===== src/rtl/rtmr_pkg.sv =====
`default_nettype none
// ============================================================================
//  Module   : rtmr_pkg
//  Purpose  : Shared types and default constants for the reaction timer.
//  Revision : 1.0 - initial release
// ============================================================================
package rtmr_pkg;

   // Game phases of one reaction round
   typedef enum logic [1:0] {
      IDLE   = 2'd0,
      DELAY  = 2'd1,
      REACT  = 2'd2,
      RESULT = 2'd3
   } rtmr_state_t;

   // Defaults for a 50 MHz clock and one-second windows
   localparam int C_TICK_DIV = 50000;
   localparam int C_MIN_MS   = 1000;
   localparam int C_MAX_MS   = 1000;

endpackage : rtmr_pkg
`default_nettype wire


===== src/rtl/ms_tick_gen.sv =====
`default_nettype none
// ============================================================================
//  Module   : ms_tick_gen
//  Purpose  : Millisecond prescaler. Counts 0..TICK_DIV-1 and flags the last
//             count as a one-cycle tick; a synchronous clear restarts it.
//  Revision : 1.0 - initial release
// ============================================================================
module ms_tick_gen
   import rtmr_pkg::*;
#(
   parameter int TICK_DIV = C_TICK_DIV
) (
   input  logic clk,
   input  logic rst_n,
   input  logic clr,
   output logic tick
);

   localparam int             CW     = (TICK_DIV > 1) ? $clog2(TICK_DIV) : 1;
   localparam logic [CW-1:0]  C_LAST = CW'(TICK_DIV - 1);

   logic [CW-1:0] r_cnt;

   // Tick is the decode of the final count so the consumer sees it the
   // same cycle the counter sits at TICK_DIV-1
   assign tick = (r_cnt == C_LAST);

   // Free-running divider, restarted on clear so a round aligns to start
   always_ff @(posedge clk or negedge rst_n) begin
      if (!rst_n) begin
         r_cnt <= '0;
      end else if (clr || tick) begin
         r_cnt <= '0;
      end else begin
         r_cnt <= r_cnt + CW'(1);
      end
   end

endmodule : ms_tick_gen
`default_nettype wire


===== src/rtl/reaction_timer.sv =====
`default_nettype none
// ============================================================================
//  Module   : reaction_timer
//  Purpose  : Reaction-time game core. On start waits MIN_MS + random ms,
//             lights led, then measures the time to stop in ms. Early press
//             and timeout are flagged; results are held until next start.
//  Options  : RTMR_BEST_EN - keep a best-valid-reaction register on best_ms;
//             otherwise best_ms is tied to all ones.
//  Revision : 1.0 - initial release
// ============================================================================
module reaction_timer
   import rtmr_pkg::*;
#(
   parameter int N        = 14,
   parameter int DLY_BITS = 11,
   parameter int MIN_MS   = C_MIN_MS,
   parameter int TICK_DIV = C_TICK_DIV,
   parameter int MAX_MS   = C_MAX_MS,
   parameter int RW       = 16
) (
   input  logic          clk,
   input  logic          rst_n,
   input  logic          start,
   input  logic          stop,
   input  logic [N-1:0]  rnd,
   output logic          busy,
   output logic          led,
   output logic          done,
   output logic          early,
   output logic          timeout,
   output logic [RW-1:0] react_ms,
   output logic [RW-1:0] best_ms
);

   // Delay counter must hold MIN_MS + 2**DLY_BITS - 1
   localparam int DW = $clog2(MIN_MS + 2**DLY_BITS);

   rtmr_state_t   r_state, w_state_nxt;
   logic [DW-1:0] r_dly_cnt, w_dly_nxt;
   logic [RW-1:0] r_react_ms, w_react_nxt;
   logic          r_led, w_led_nxt;
   logic          r_done, w_done_nxt;
   logic          r_early, w_early_nxt;
   logic          r_timeout, w_timeout_nxt;
   logic          r_busy;
   logic          w_tick;
   logic          w_start_acc;

   // Start only counts in the idle-like states; it also realigns the prescaler
   assign w_start_acc = start && ((r_state == IDLE) || (r_state == RESULT));

   ms_tick_gen #(
      .TICK_DIV (TICK_DIV)
   ) u_tick (
      .clk   (clk),
      .rst_n (rst_n),
      .clr   (w_start_acc),
      .tick  (w_tick)
   );

   // Upper PRBS bits do not feed the delay
   generate
      if (DLY_BITS < N) begin : g_rnd_spare
         logic w_unused_rnd;
         assign w_unused_rnd = ^rnd[N-1:DLY_BITS];
      end
   endgenerate

   // Next-state and next-result decisions; stop beats a coincident tick
   always_comb begin
      w_state_nxt   = r_state;
      w_dly_nxt     = r_dly_cnt;
      w_react_nxt   = r_react_ms;
      w_led_nxt     = r_led;
      w_done_nxt    = r_done;
      w_early_nxt   = r_early;
      w_timeout_nxt = r_timeout;

      case (r_state)
         IDLE, RESULT: begin
            if (start) begin
               w_state_nxt   = DELAY;
               w_dly_nxt     = DW'(MIN_MS) + DW'(rnd[DLY_BITS-1:0]);
               w_react_nxt   = '0;
               w_led_nxt     = 1'b0;
               w_done_nxt    = 1'b0;
               w_early_nxt   = 1'b0;
               w_timeout_nxt = 1'b0;
            end
         end
         DELAY: begin
            if (stop) begin
               w_state_nxt = RESULT;
               w_early_nxt = 1'b1;
               w_react_nxt = '0;
            end else if (w_tick) begin
               w_dly_nxt = r_dly_cnt - DW'(1);
               if (r_dly_cnt == DW'(1)) begin
                  w_state_nxt = REACT;
                  w_led_nxt   = 1'b1;
                  w_react_nxt = '0;
               end
            end
         end
         REACT: begin
            if (stop) begin
               w_state_nxt = RESULT;
               w_done_nxt  = 1'b1;
               w_led_nxt   = 1'b0;
            end else if (w_tick) begin
               if (r_react_ms + RW'(1) == RW'(MAX_MS)) begin
                  w_state_nxt   = RESULT;
                  w_timeout_nxt = 1'b1;
                  w_led_nxt     = 1'b0;
                  w_react_nxt   = RW'(MAX_MS);
               end else begin
                  w_react_nxt = r_react_ms + RW'(1);
               end
            end
         end
         default: begin
            w_state_nxt = IDLE;
         end
      endcase
   end

   // State register
   always_ff @(posedge clk or negedge rst_n) begin
      if (!rst_n) begin
         r_state <= IDLE;
      end else begin
         r_state <= w_state_nxt;
      end
   end

   // Counters and registered outputs
   always_ff @(posedge clk or negedge rst_n) begin
      if (!rst_n) begin
         r_dly_cnt  <= '0;
         r_react_ms <= '0;
         r_led      <= 1'b0;
         r_done     <= 1'b0;
         r_early    <= 1'b0;
         r_timeout  <= 1'b0;
         r_busy     <= 1'b0;
      end else begin
         r_dly_cnt  <= w_dly_nxt;
         r_react_ms <= w_react_nxt;
         r_led      <= w_led_nxt;
         r_done     <= w_done_nxt;
         r_early    <= w_early_nxt;
         r_timeout  <= w_timeout_nxt;
         r_busy     <= (w_state_nxt == DELAY) || (w_state_nxt == REACT);
      end
   end

`ifdef RTMR_BEST_EN
   logic [RW-1:0] r_best_ms;
   logic          w_best_upd;

   // A valid stop ends the round with react_ms frozen at its current value
   assign w_best_upd = (r_state == REACT) && stop && (r_react_ms < r_best_ms);

   // Best valid reaction; only reset returns it to all ones
   always_ff @(posedge clk or negedge rst_n) begin
      if (!rst_n) begin
         r_best_ms <= '1;
      end else if (w_best_upd) begin
         r_best_ms <= r_react_ms;
      end
   end

   assign best_ms = r_best_ms;
`else
   assign best_ms = '1;
`endif

   assign busy     = r_busy;
   assign led      = r_led;
   assign done     = r_done;
   assign early    = r_early;
   assign timeout  = r_timeout;
   assign react_ms = r_react_ms;

endmodule : reaction_timer
`default_nettype wire

===== config.mk =====
export PLATFORM = sky130hd
export DESIGN_NAME = reaction_timer
export DESIGN_NICKNAME = d
export VERILOG_FILES = /design/src/rtl/rtmr_pkg.sv /design/src/rtl/ms_tick_gen.sv /design/src/rtl/reaction_timer.sv
export SDC_FILE = /design/constraint.sdc
export NUM_CORES = 1
export LEC_CHECK = 0
export CORE_MARGIN = 8
export CORE_UTILIZATION = 30
export DETAILED_ROUTE_END_ITERATION = 16
export HOLD_SLACK_MARGIN = 0.12
export PLACE_DENSITY = 0.49
export SLEW_MARGIN = 20
export SYNTH_ARGS = -nofsm -noshare
export SYNTH_HDL_FRONTEND = slang
export SYNTH_SLANG_ARGS = --single-unit

===== constraint.sdc =====
create_clock -name clk -period 1.9 [get_ports clk]
set_input_delay 0.285 -clock clk [delete_from_list [all_inputs] [get_ports clk]]
set_output_delay 0.285 -clock clk [all_outputs]
set_load 0.01 [all_outputs]

======== After elaboration in Yosys (flattened, before gate mapping) ========
Index checks and enable logic that the tools add are counted.
storage, ports and cells
  logic and storage cells ................. 84
  flip-flop bits (word level) ............. 51
  input bits .............................. 18
  output and inout bits ................... 37
operators by class
  muxes and demuxes ....................... 36
  reduce and logical (&&, ||, !) cells .... 14
  $add $sub $neg .......................... 4
  equality and inequality tests ........... 21
operator list
  operator                                                                 number
  16-bit 2-to-1 mux                                                        8
  16-bit case mux with 3 select lines                                      1
  12-bit 2-to-1 mux                                                        3
  16-bit by 1-bit adder with 16-bit output, second input constant          2
  12-bit case mux with 2 select lines                                      1
  16-bit by 10-bit equality test with 1-bit output, second input constant  1
  16-bit equality test, second input constant                              1
  2-bit 2-to-1 mux                                                         7
  2-bit inequality test, second input constant                             7
  10-bit by 11-bit adder with 12-bit output, first input constant          1
  12-bit by 1-bit equality test with 1-bit output, second input constant   1
  12-bit by 1-bit subtractor with 12-bit output, second input constant     1
  1-bit 2-to-1 mux                                                         11
  5-bit AND reduction                                                      2
  2-bit equality test, second input constant                               3
  3-bit by 2-bit inequality test with 1-bit output, second input constant  2
  3-bit inequality test, second input constant                             2
  1-bit case mux with 2 select lines                                       3
  2-bit case mux with 3 select lines                                       1
  3-bit AND reduction                                                      2
  6-bit AND reduction                                                      1
  2-bit by 1-bit equality test with 1-bit output, second input constant    2
  2-bit by 1-bit inequality test with 1-bit output, second input constant  2
  4-bit AND reduction                                                      1
  other kinds (6)                                                          9

======== Logic depth before layout (Yosys ltp) ========
Gate-level depths: netlist of run 1.
  depth in word-level cells ............... 8
  depth in mapped cells ................... 9
  mapped depth without buffers ............ 8

======== Cells and area by module ========
A second synthesis of run 1 with hierarchy kept.
second synthesis, totals
  cells, all modules ...................... 383
  area, all modules ....................... 3343.2 um^2
by module, submodules not included
  module          instances  cells an instance  area each (um^2)  seq. area each (um^2)
  reaction_timer  1          303                2551.2            875.8
  ms_tick_gen     1          80                 792.0             400.4

======== Least setup slack after synthesis of run 1 ========
OpenSTA, ideal clock, no wires.
  path kind ............................... flip-flop to flip-flop
  from .................................... register r_react_ms[0], in the netlist react_ms[0]
  to ...................................... register r_led, in the netlist led
  library setup time ...................... 0.120 ns
  required time ........................... 1.780 ns
  period minus slack after synthesis ...... 2.150 ns
  cell stages (with the launch flop) ...... 8
  path slack .............................. -0.250 ns
  path buffers ............................ 0
  arrival ................................. 2.030 ns
  path through ............................ dfrtp_1 -> ha_1 -> nand2_1 -> or4_4 -> a211oi_1 -> o2111a_2 -> nand3_1 -> and3b_1
between the ends
  longest elaborated chain between the ends .. 4
RTL lines
  item                                              RTL line               source
  start: declaration                                reaction_timer.sv:40   logic [RW-1:0] r_react_ms, w_react_nxt;
  start signal: assignment                          reaction_timer.sv:148  r_react_ms <= w_react_nxt;
  16-bit by 1-bit adder with 16-bit output          reaction_timer.sv:111  if (r_react_ms + RW'(1) == RW'(MAX_MS)) begin
  16-bit by 10-bit equality test with 1-bit output  reaction_timer.sv:111
  3-bit inequality test (no line)                   -
  6-bit AND reduction (no line)                     -
  end signal: assignment                            reaction_timer.sv:149  r_led <= w_led_nxt;
  end: declaration                                  reaction_timer.sv:41   logic r_led, w_led_nxt;
No other way between the ends.
A chain may end at the register's enable or synchronous reset.

======== Worst setup path after layout of run 1 ========
  from .................................... register r_react_ms[0], in the netlist react_ms[0]
  to ...................................... register r_react_ms[2], in the netlist react_ms[2]
between the ends
  longest elaborated chain between the ends .. 6
RTL lines
  item                                              RTL line                                      source
  16-bit by 1-bit adder with 16-bit output *        reaction_timer.sv:111, reaction_timer.sv:117
  16-bit by 10-bit equality test with 1-bit output  reaction_timer.sv:111
  16-bit 2-to-1 mux *                               reaction_timer.sv:111
  16-bit 2-to-1 mux *                               reaction_timer.sv:110                         end else if (w_tick) begin
  16-bit 2-to-1 mux *                               reaction_timer.sv:106                         if (stop) begin
  16-bit case mux with 3 select lines *             reaction_timer.sv:79                          case (r_state)
Mark *: on every way between the ends. The rest lies on a longest branch, timed or not. The select of a mux whose other input is x is not followed.

==> flow_metrics.tcl, run 1 <==
set metrics [dict create \
    synth_edf_count 0 \
    drive_above_1_share_pct 39.8 \
    remaining_drc_errors 0 \
    grt_overflow 0 \
    cap_violations 0 \
    routed_wl_um 9760 \
    grt_pass1_vias 3282 \
    grt_antenna_before_repair 0 \
    dieWidth_um 120 \
    hold_violations 0 \
    yosysWarnings 0 \
    min_period_ns 2.04 \
    syn_inst 365 \
    synth_top_area_share_pct 39.3 \
    setup_ws_ns -0.137 \
    fillers 1049 \
    viasPerCell 5.01 \
    max_freq_ghz 0.491 \
    core-area_sq_um 10700 \
    portBuffers 35 \
    postRouteAntennaNets 0 \
    p_total_uw 5990 \
    dpl.hpwl_um 6920 \
    async_reset_ff_share_pct 100 \
    critPathMaxFanout 3 \
    final_cell_area_sq_um 5100 \
    placed_area_sq_um 4440 \
    routabilityCongestion 0.826 \
    cp.arrival_ns 2.24 \
    ys_seq_area_share_pct 39.3 \
    fp-row-count 38 \
    initial_utilization_pct 30.4 \
    detail_route.wl_per_cell_um 15.0 \
    critical_path_class "flop to flop" \
    synth.area.top_cells "dfrtp_1 39%, o21ai_0 4.5%, a21oi_1 3.9%" \
    die_area_sq_um 14400 \
    cts_htree_levels 2 \
    hold_path.class "input port to asynchronous set/reset pin" \
    synth_commonest_cells "51 x dfrtp_1, 32 x nor2_1, 29 x o21ai_0, 25 x a21oi_1, 23 x nand2_1" \
    clockBufferDepth 2 \
    violations "negative setup slack" \
    status "finished, violations left" \
    tns_ns -0.907 \
    avgSynthCellArea_sq_um 8.90 \
    hold-worst-slack_ns 0.395 \
    maxSlewViolCount 0 \
    fp.dieH_um 120 \
    start_kind "flop" \
    crit_required_ns 2.11 \
    num_vias 3259 \
    critPathCaptureType "flop" \
    final_util_pct 47.7 \
    synth_top_cell_by_area "dfrtp_1" \
    post-route-period-util_pct 107 \
    synth-main-ff-cell "dfrtp_1" \
    synth_cell_type_count 63 \
    grt_pass1_wl_um 16200 \
    ir_worst_vdd_uv 940 \
    syn-cell-area_sq_um 3250 \
    antenna_cells 0 \
    clkTransAtPathRegs_ns 0.10 \
    power.density_nw_per_um2 1170 \
    grt_max_degree 41 \
    worst_pin_slew_ns 0.471 \
    first_iter_violations 147 \
    ctsRootBufferMaster "clkbuf_8" \
    slew_headroom_pct 67.8 \
    rsz0062_at_grt "yes" \
    clk_latency_ns 0.32 \
    finalSetupViolations 16 \
    cts_tree "yes" \
    area_growth_pct 57.1 \
    synthMostInstantiatedCell "dfrtp_1" \
    cts.sinks 51 \
    ff2ff_setup_slack_ns -0.14 \
    synth_seq_cells 51 \
    worst_clock_skew_ns 0.0127 \
    power.leakage_uw 0.00218 \
    grt_usage_pct 13.6 \
    finalNetCount 534 \
    first_pass_iters 4 \
    cts_buffers 5 \
    io_pins 55 \
]
==> metal layers <==
layer	GRT usage (%)	part of all wire, %	vias to the layer above
li1	-	-	1600
met1	17.4	47	1596
met2	22.4	48	56
met3	2.40	3.7	7
met4	4.76	1.3	0
met5	0	0	-
==> state kept, by name (all words and copies together) (netlist names) <==
register	cells
react_ms	16
timeout	1
led	1
r_dly_cnt	12
early	1
busy	1
r_state	2
u_tick.r_cnt	16
done	1
==> metrics by stage <==
stage | setup WS (ns) | cells
detailed placement | -0.203 | 622
CTS | -0.136 | 643
global placement | -0.138 | 622
global route | -0.207 | 650
finish | -0.137 | 650
floorplan | -0.132 | 380
==> path summary, 6_finish.rpt <==
kind | startpoint | endpoint | depth (start not counted)
max | react_ms[0] | react_ms[2] | 8
min | rst_n | react_ms[5] | 2
max reg2reg | react_ms[0] | react_ms[2] | 8
min reg2reg | u_tick.r_cnt[0] | u_tick.r_cnt[0] | 2
max in group asynchronous | rst_n | busy | 3
min in group clk | u_tick.r_cnt[0] | u_tick.r_cnt[0] | 2
==> worst max-delay path, cell delays in order, from the launching register on <==
cell and delay, ns:
dfrtp_2 0.45, ha_4 0.18, and2_4 0.13, or4_4 0.40
o211ai_1 0.14, o2111ai_2 0.25, buf_4 0.21, nand3_4 0.08
o22ai_2 0.08
==> area by class of cell <==
type	instances	area, sq um	share of cell area [%]
clock inverter	3	28.8	0.564
sequential	51	1280	25.1
inverter	12	45.0	0.883
multi-input combinational	288	2240	44.0
tap	140	175	3.43
clock buffer	5	68.8	1.35
timing repair buffer	151	1260	24.7
==> power by group <==
| group | total, uW | internal (uW) | switching [uW] |
|---|---|---|---|
| logic | 3770 | 1770 | 2000 |
| registers | 1530 | 1340 | 192 |
| clock network | 694 | 274 | 420 |
| total | 5990 | 3380 | 2610 |
==> logic make-up (layout without fill, tap and decap cells) <==
group	count (synthesis)	count (layout)	share of synthesized area, %
simple gates	138	139	24.0
fa+ha+maj	7	7	2.70
flops	51	51	39.3
other cells	1	16	0.115
buf+inv	43	171	6.94
xor+xnor	22	22	5.93
compound gates	100	101	20.0
mux	3	3	0.925
==> cells in the final DEF, fill, tap and decap left out, drive strengths merged, types with 4 or more instances in the layout <==
cell,synthesis,final
a211oi,4,4
a21oi,26,26
a31oi,4,4
and3,10,10
buf,20,116
clkbuf,11,5
clkdlybuf4s50,0,34
conb,1,16
dfrtp,51,51
ha,7,7
inv,12,13
nand2,24,25
nand3,19,19
nand4,6,6
nand4b,4,4
nor2,32,32
nor3,9,9
nor4,6,6
o21ai,30,30
o22ai,4,4
o31a,4,4
o31ai,9,9
or4,6,6
xnor2,11,11
xor2,11,11
==> what timing repair did <==
item                       CTS  global route
hold buffers                 1             0
hold endpoints to repair    11             0
setup endpoints to repair   29            31
cloned                       3             1
pin swaps                   34            29
buffers inserted             9             6
resized for setup           49            54
No activity file was read; power rests on OpenSTA's default activity.
==> inputs of run 2 (changes only) <==
- CTS_BUF_LIST: default -> sky130_fd_sc_hd__clkbuf_8
==> results of run 2 <==
The final DEF is identical to that of run 1; final timing and power are the same.
